==> config.mk <==
export PLATFORM = sky130hd
export DESIGN_NAME = prefix_add_sequencer
export DESIGN_NICKNAME = d
export VERILOG_FILES = /design/src/rtl/prefix_add_sequencer.sv
export SDC_FILE = /design/constraint.sdc
export NUM_CORES = 1
export LEC_CHECK = 0
export CORE_MARGIN = 8
export CORE_UTILIZATION = 30
export CTS_BUF_LIST = sky130_fd_sc_hd__clkbuf_4
export DETAILED_ROUTE_END_ITERATION = 8
export GPL_TIMING_DRIVEN = 0
export PLACE_DENSITY_LB_ADDON = 0.2
export RECOVER_POWER = 100
export SLEW_MARGIN = 25
export SYNTH_ARGS = -nofsm -noshare
export SYNTH_HDL_FRONTEND = slang
export SYNTH_SLANG_ARGS = --single-unit
export TNS_END_PERCENT = 100
==> constraint.sdc <==
create_clock -name clk -period 4.4 [get_ports clk]
set_clock_uncertainty 0.1 [all_clocks]
set_input_delay 0.44 -clock clk [delete_from_list [all_inputs] [get_ports clk]]
set_output_delay 0.44 -clock clk [all_outputs]
set_load 0.02 [all_outputs]
==> src/rtl/prefix_add_sequencer.sv <==
// prefix_add_sequencer: sequences one 6-bit prefix adder over WORDS chunks to form a wide adder.
// Optional macro PREFIX_SEQ_SUB_EN adds op_sub for A-B via inverted B chunks and carry-in of 1.
module prefix_adder (
    input  logic [5:0] x,
    input  logic [5:0] y,
    input  logic       c_in,
    output logic [6:0] s
);
    logic [5:0] g0, p0, g1, p1, g2, p2, g3, p3;
    logic [6:0] c;
    // Kogge-Stone prefix network: spans of 1, 2 and 4 bits
    always_comb begin
        g0 = x & y;
        p0 = x ^ y;
        g1 = g0 | (p0 & {g0[4:0], 1'b0});
        p1 = p0 & {p0[4:0], 1'b1};
        g2 = g1 | (p1 & {g1[3:0], 2'b0});
        p2 = p1 & {p1[3:0], 2'b11};
        g3 = g2 | (p2 & {g2[1:0], 4'b0});
        p3 = p2 & {p2[1:0], 4'hF};
        c  = {g3 | (p3 & {6{c_in}}), c_in};
        s  = {c[6], p0 ^ c[5:0]};
    end
endmodule

module prefix_add_sequencer #(
    parameter int WORDS = 4
) (
    input  logic                 clk,
    input  logic                 rst_n,
    input  logic                 in_valid,
    output logic                 in_ready,
    input  logic [6*WORDS-1:0]   a,
    input  logic [6*WORDS-1:0]   b,
    input  logic                 c_in,
`ifdef PREFIX_SEQ_SUB_EN
    input  logic                 op_sub,
`endif
    input  logic                 abort,
    output logic                 out_valid,
    input  logic                 out_ready,
    output logic [6*WORDS-1:0]   sum,
    output logic                 c_out,
    output logic                 busy
);
    localparam int W  = 6 * WORDS;
    localparam int IW = (WORDS > 1) ? $clog2(WORDS) : 1;

    typedef enum logic [1:0] {IDLE, RUN, DONE} state_t;

    state_t        state, state_nx;
    logic [W-1:0]  a_reg, b_reg;
    logic [IW-1:0] idx;
    logic          carry, c_init, last;
    logic [5:0]    x, y;
    logic [6:0]    s;

    assign last = idx == IW'(WORDS - 1);
    assign x    = a_reg[6*idx +: 6];

`ifdef PREFIX_SEQ_SUB_EN
    logic sub_reg;
    assign y      = b_reg[6*idx +: 6] ^ {6{sub_reg}};
    assign c_init = c_in | op_sub;
    always_ff @(posedge clk or negedge rst_n) begin
        if (!rst_n)
            sub_reg <= 1'b0;
        else if (state == IDLE && in_valid)
            sub_reg <= op_sub;
    end
`else
    assign y      = b_reg[6*idx +: 6];
    assign c_init = c_in;
`endif

    prefix_adder u_adder (.x(x), .y(y), .c_in(carry), .s(s));

    always_ff @(posedge clk or negedge rst_n) begin
        if (!rst_n)
            state <= IDLE;
        else
            state <= state_nx;
    end

    always_comb begin
        state_nx = state;
        case (state)
            IDLE:    state_nx = in_valid ? RUN : IDLE;
            RUN:     state_nx = abort ? IDLE : (last ? DONE : RUN);
            DONE:    state_nx = (abort || out_ready) ? IDLE : DONE;
            default: state_nx = IDLE;
        endcase
    end

    assign in_ready  = state == IDLE;
    assign busy      = state != IDLE;
    assign out_valid = state == DONE;

    always_ff @(posedge clk or negedge rst_n) begin
        if (!rst_n) begin
            a_reg <= '0;
            b_reg <= '0;
            carry <= 1'b0;
            idx   <= '0;
            sum   <= '0;
            c_out <= 1'b0;
        end else if (state == IDLE) begin
            if (in_valid) begin
                a_reg <= a;
                b_reg <= b;
                carry <= c_init;
                idx   <= '0;
            end
        end else if (abort) begin
            c_out <= 1'b0;
            idx   <= '0;
        end else if (state == RUN) begin
            sum[6*idx +: 6] <= s[5:0];
            carry           <= s[6];
            idx             <= last ? '0 : idx + 1'b1;
            if (last)
                c_out <= s[6];
        end
    end
endmodule

==> impl_metrics.py, run 1 <==
metrics = {
    "route": {
        "drt_iter0_drc": 133,
        "detail_route.wl_per_cell_um": 16.6,
        "drt_drc": 0,
        "route.vias.total": 2640,
        "route.antenna.remaining_nets": 0,
        "vias_per_cell": 4.71,
        "drt_first_pass_iters": 4,
        "routed_wirelength_mm": 9.32,
    },
    "hold_path": {
        "worstHoldStart": "c_out$_DFFE_PN0P_",
        "min-delay-path-class": "flip-flop to flip-flop",
        "worst_hold_path_ep": "c_out$_DFFE_PN0P_",
        "timing.hold.worst_path_depth": 2,
    },
    "worst_setup_path": {
        "critPathMaxFanout": 10,
        "cp_slowest_stage_delay_ps": 610,
        "critical_path_arrival_ps": 3990,
        "worst_ep_required_time_ps": 4640,
        "timing.reg2reg.worst_path_depth": 8,
        "critical_path.reg2reg.startpoint": "idx[0]$_DFFE_PN0P_",
        "ff2ff_setup_slack_ps": 650,
        "regToRegEndpoint": "sum[16]$_DFFE_PN0P_",
        "crit_buf_inv": 1,
        "worstPathCellList": "clkbuf_1 -> mux4_2 -> ha_1 -> and3_1 -> a221oi_1 -> xor2_1 -> o221ai_1 -> a22o_1",
        "cp-start-kind": "flip-flop",
        "crit_path_top_delay_cell": "mux4_2",
        "cp_top_family": "compound AO/OA/AOI/OAI gates",
        "worst_path_class_setup": "flip-flop to flip-flop",
        "critical_path.endpoint_type": "flip-flop",
    },
    "synthesis": {
        "synth_area_per_cell_um2": 13.1,
        "ys_seq_elements": 78,
        "synth_nets": 358,
        "post_synth_most_frequent_cells": "dfrtp_1, mux2_2, nand2_1",
        "syn_inst": 291,
        "yosysUniqueCellTypes": 53,
        "synth_top_area_share_pct": 51.2,
        "synth_area_um2": 3810,
        "seq_area_frac_synth_pct": 51.2,
        "synth_top_cells_by_area": "dfrtp_1, mux2_2, mux4_2",
        "synth_edf_count": 0,
        "yosysMostFrequentCell": "dfrtp_1",
        "asyncSetResetFlopFracSynth_pct": 100,
        "yosys_warnings": 0,
        "yosys_most_used_dff": "dfrtp_1",
        "yosysTopAreaCell": "dfrtp_1",
    },
    "clocking": {
        "clock_insertion_delay_worst_skew_ps": 430,
        "clk_pin_slew_ps": 130,
        "clock_tree_from_tritoncts": "done",
        "numCtsBuffers": 9,
        "cts-htree-levels": 3,
        "clock_tree.root_cell": "clkbuf_4",
        "cts_setup_buffers": 0,
        "clock_path_buffers": 2,
        "tritoncts_num_sinks": 78,
    },
    "power": {
        "max-vdd-ir-drop_v": 0.000222,
        "pwr_density_cell_nw_per_um2": 548,
        "static-leakage-power_nw": 2.09,
    },
    "global_routing": {
        "grt_start_max_net_pins": 41,
        "wire_length_of_the_first_global_routing_pass_mm": 15.1,
        "grt_pass1_vias": 2888,
        "gr-total-overflow": 0,
        "grtUsageTotal_pct": 11.6,
        "antenna_violations_before_repair": 0,
    },
    "floorplanning": {
        "core-area_um2": 12500,
        "rows": 41,
        "initial_utilization_pct": 30.5,
        "boundaryPins": 82,
        "die_area_um2": 16600,
        "die_y_um": 129,
        "die_w_um": 129,
    },
    "timing": {
        "report.final.setup_viol": 0,
        "hold_viol": 0,
        "maxSlewHeadroom_pct": -41.7,
        "achievable-frequency_ghz": 0.267,
        "unrepaired_setup_endpoints_after_global_routing": "no",
        "fin_crit_sh_pct": 85.2,
        "setup_tns_ps": 0,
        "report.final.slew_viol_count": 41,
        "worst-slew-pin-transition_ps": 2130,
        "min_period_ps": 3750,
    },
    "final_layout": {
        "antennaDiodeCount": 0,
        "drive_gt1_share_pct": 21.3,
        "final_area_um2": 4920,
        "fin_nets": 452,
        "fillers": 1249,
        "sequential_cell_area_um2": 1950,
        "syn_to_final_growth_pct": 29.1,
        "area_of_combinational_cells_with_multiple_inputs_um2": 1730,
    },
    "run_status": {
        "run_status": "finished, violations left",
        "failed_checks": "capacitance limit, slew limit",
    },
    "place": {
        "port_buffers": 81,
        "gpl.final_weighted_congestion": 0.793,
        "total_half_perimeter_wirelength_after_legalization_and_detailed_placement_mm": 7.14,
        "dpl_cell_area_um2": 4860,
    },
    "flow_run": {
        "maxCapViolations": 1,
    },
}
## layer usage
layer	share of wire (%)	track usage [%]
met2	49	19.1
met1	45	14.5
met5	0	0
met3	5.2	3.60
met4	1.0	3.11
## placed cells by master (no fill, tap or decap), drive strengths merged, types with 4 or more instances in the layout
| cell | instances |
|---|---|
| dfrtp | 78 |
| clkdlybuf4s50 | 52 |
| mux2 | 48 |
| dlygate4sd3 | 29 |
| nand2 | 28 |
| o21ai | 20 |
| clkbuf | 19 |
| mux4 | 12 |
| ha | 12 |
| nor2 | 10 |
| a22o | 9 |
| inv | 8 |
| a21oi | 5 |
| clkinv | 4 |
| a21o | 4 |
## per-stage QoR
step           util [%]  hold WS [ps]  setup slack (ps)  power [W]  cells
6_report           39.3           388               650    0.00270    561
5_1_grt            39.3           419               360    0.00290    561
2_1_floorplan         -          44.4              1490    0.00191    291
4_1_cts            39.9           404               605    0.00282    561
3_3_place_gp       38.7           364              50.4    0.00236    544
3_5_place_dp       38.8           355               626    0.00238    545
## worst min-delay path, cell delays in order (launching register included)
cell and delay [ps]:
dfrtp_1 360, nand2_1 40, o21ai_0 60
## logic make-up after synthesis
group	after synthesis	synth area share [%]
AO/OA/AOI/OAI	56	10.5
adder cells (fa/ha/maj)	13	4.46
AND/OR/NAND/NOR	60	8.40
XOR/XNOR	5	1.34
flip-flops	78	51.2
multiplexers	60	21.3
buffers and inverters	19	2.92
## worst max path at each step
| stage | cells past startpoint | endpoint | startpoint | slack [ps] |
|---|---|---|---|---|
| floorplan | 8 | sum[17]$_DFFE_PN0P_ | idx[0]$_DFFE_PN0P_ | 1490 |
| detailed placement | 8 | sum[17]$_DFFE_PN0P_ | idx[1]$_DFFE_PN0P_ | 630 |
| finish | 8 | sum[16]$_DFFE_PN0P_ | idx[0]$_DFFE_PN0P_ | 650 |
| global route | 8 | sum[16]$_DFFE_PN0P_ | idx[0]$_DFFE_PN0P_ | 360 |
| global placement | 1 | b_reg[10]$_DFFE_PN0P_ | rst_n | 50 |
| CTS | 8 | sum[17]$_DFFE_PN0P_ | idx[1]$_DFFE_PN0P_ | 610 |
## power by group
part	switching (W)	leakage [nW]	internal, W
Combinational	0.000704	1.05	0.000572
Clock	0.000258	0.0675	0.000170
Sequential	0.000101	0.968	0.000892
## final cells by class
class                      count  area share (%)
buffer                        11            1.02
clock buffer                   9            1.37
multi-input combinational    194            35.1
timing repair buffer          83            16.6
clock inverter                 6            1.27
sequential                    78            39.6
inverter                       8           0.610
tap                          172            4.37
## timing repair
item | CTS | global route
hold endpoints to repair | 39 | 0
gates resized for setup | 0 | 0
setup endpoints to repair | 0 | 0
hold buffers | 1 | 0
(Power assumes the default switching activity.)
==> inputs of run 2 (changes only) <==
CORE_MARGIN = 4   (was 8)
==> run 2 against run 1 <==
Critical path depth is the same. Combinational power about the same. Wire length shrank 3.3%. Total power increased by 0.19%. Core utilization grew 1.0 points. Sequential cell count unchanged. Sequential power is essentially flat. Die area fell by 12%. Register-to-register slack about the same. The run still ends with capacitance limit, slew limit left. Count of clock-buffer cells in the layout unchanged. Clock power up 1%.
==> impl_metrics.py, run 2 (synthesis results as in run 1) <==
metrics = {
    "clocking": {
        "clock_insertion_delay_worst_skew_ps": 430,
        "clk_pin_slew_ps": 130,
        "cts-htree-levels": 3,
        "numCtsBuffers": 9,
        "tritoncts_num_sinks": 78,
        "clock_tree_from_tritoncts": "done",
        "clock_path_buffers": 2,
        "post_cts.resized_instances": 0,
        "cts_setup_buffers": 0,
        "clock_tree.root_cell": "clkbuf_4",
    },
    "final_layout": {
        "layout_common_cells": "dfrtp_1, clkdlybuf4s50_1, mux2_2",
        "fin_nets": 452,
        "antennaDiodeCount": 0,
        "fin_util_pct": 40.3,
        "most_common_library_cell_in_the_layout_ignoring_fill_and_taps": "dfrtp_1",
        "syn_to_final_growth_pct": 29.2,
        "drive_gt1_share_pct": 21.8,
    },
    "power": {
        "static-leakage-power_nw": 2.09,
        "max-vdd-ir-drop_v": 0.000181,
        "total_power_w": 0.00270,
        "pwr_density_cell_nw_per_um2": 548,
    },
    "floorplanning": {
        "boundaryPins": 82,
        "die_area_um2": 14600,
        "die_y_um": 121,
        "rows": 40,
        "initial_utilization_pct": 31.2,
        "core-area_um2": 12200,
        "die_w_um": 121,
    },
    "timing": {
        "setup_tns_ps": 0,
        "min_period_ps": 3740,
        "report.final.setup_viol": 0,
        "maxSlewHeadroom_pct": -37.3,
        "whs_ps": 393,
        "hold_viol": 0,
        "fin_crit_sh_pct": 85.0,
        "post_route_worst_setup_slack_ps": 661,
        "worst-slew-pin-transition_ps": 2060,
        "achievable-frequency_ghz": 0.267,
        "unrepaired_setup_endpoints_after_global_routing": "no",
        "report.final.slew_viol_count": 40,
    },
    "worst_setup_path": {
        "critical_path_arrival_ps": 3970,
        "critical_path.reg2reg.startpoint": "idx[0]$_DFFE_PN0P_",
        "timing.reg2reg.worst_path_depth": 8,
        "cp-start-kind": "flip-flop",
        "worst_ep_required_time_ps": 4640,
        "worst_path_class_setup": "flip-flop to flip-flop",
        "regToRegEndpoint": "sum[16]$_DFFE_PN0P_",
        "critical_path.endpoint_type": "flip-flop",
        "startpoint": "idx[0]$_DFFE_PN0P_",
        "critPathMaxFanout": 10,
        "ff2ff_setup_slack_ps": 660,
    },
    "route": {
        "drt_iter0_drc": 123,
        "routed_wirelength_mm": 9.01,
        "route.antenna.remaining_nets": 0,
        "drt_first_pass_iters": 4,
        "vias_per_cell": 4.78,
        "detail_route.wl_per_cell_um": 16.1,
        "drt_drc": 0,
        "route.vias.total": 2666,
    },
    "global_routing": {
        "wire_length_of_the_first_global_routing_pass_mm": 14.3,
        "grt_start_max_net_pins": 41,
        "antenna_violations_before_repair": 0,
        "gr-total-overflow": 0,
        "grt_pass1_vias": 2736,
        "grtUsageTotal_pct": 12.7,
    },
    "place": {
        "port_buffers": 81,
        "gpl.final_weighted_congestion": 0.827,
        "pre_cts_ws_ps": 688,
        "total_half_perimeter_wirelength_after_legalization_and_detailed_placement_mm": 6.92,
    },
    "hold_path": {
        "min-delay-path-class": "flip-flop to flip-flop",
        "worst_hold_path_ep": "sum[0]$_DFFE_PN0P_",
        "worstHoldStart": "sum[0]$_DFFE_PN0P_",
        "timing.hold.worst_path_depth": 2,
    },
    "run_status": {
        "failed_checks": "capacitance limit, slew limit",
        "run_status": "finished, violations left",
    },
    "flow_run": {
        "maxCapViolations": 1,
    },
}
==> run 2: changes by cell type in the layout (fill, tap and decap cells not counted) <==
cell	previous run	this run
a21o_1	3	4
a21o_2	1	0
clkinv_1	3	1
clkinv_2	0	2
clkinvlp_4	1	2
==> run 2: power by group <==
group | internal [W] | switching [W] | total [W]
combinational | 0.000571 | 0.000702 | 0.00127
clock | 0.000174 | 0.000259 | 0.000433
sequential | 0.000893 | 0.000103 | 0.000996
total | 0.00164 | 0.00106 | 0.00270
==> run 2: per-stage QoR <==
step | cells | cell area [um2]
2_1_floorplan | 291 | 3810
3_3_place_gp | 540 | 4840
3_5_place_dp | 541 | 4850
4_1_cts | 558 | 5000
5_1_grt | 558 | 4930
6_report | 558 | 4930
==> run 2: per-layer routing <==
layer  share of wire, %  vias to the layer above  GRT usage (%)
met5                  0                        -              0
met4                1.1                        0           3.19
met3                5.7                        8           4.35
met2                 50                       72           21.3
met1                 44                     1322           15.6
li1                   -                     1264              -
==> run 2: worst max-delay path, cell delays in order (launching register included) <==
cell	delay (ps)
dfrtp_1	480
clkbuf_1	580
mux4_2	610
ha_1	390
and3_1	230
a221oi_1	430
xor2_1	400
o221ai_1	200
a22o_1	230
==> run 2: worst max path at each step <==
stage,end,cells past startpoint,slack (ps)
floorplan,sum[17]$_DFFE_PN0P_,8,1490
global placement,b_reg[8]$_DFFE_PN0P_,1,40
detailed placement,sum[17]$_DFFE_PN0P_,8,690
CTS,sum[17]$_DFFE_PN0P_,8,630
global route,sum[16]$_DFFE_PN0P_,8,480
finish,sum[16]$_DFFE_PN0P_,8,660
==> run 2: area by class of cell <==
cell class                      instances  area [um2]
Buffer                                 11        50.0
Sequential cell                        78        1950
Multi-Input combinational cell        194        1730
Inverter                                8        30.0
Clock inverter                          7        72.6
Tap cell                              168         210
Timing Repair Buffer                   83         820
Clock buffer                            9        67.6
Fill cell                            1247        7280
==> run 2: timing repair <==
item	in CTS	in global routing
endpoints found under the hold margin	38	0
hold buffers	1	0
setup endpoints to repair	0	0
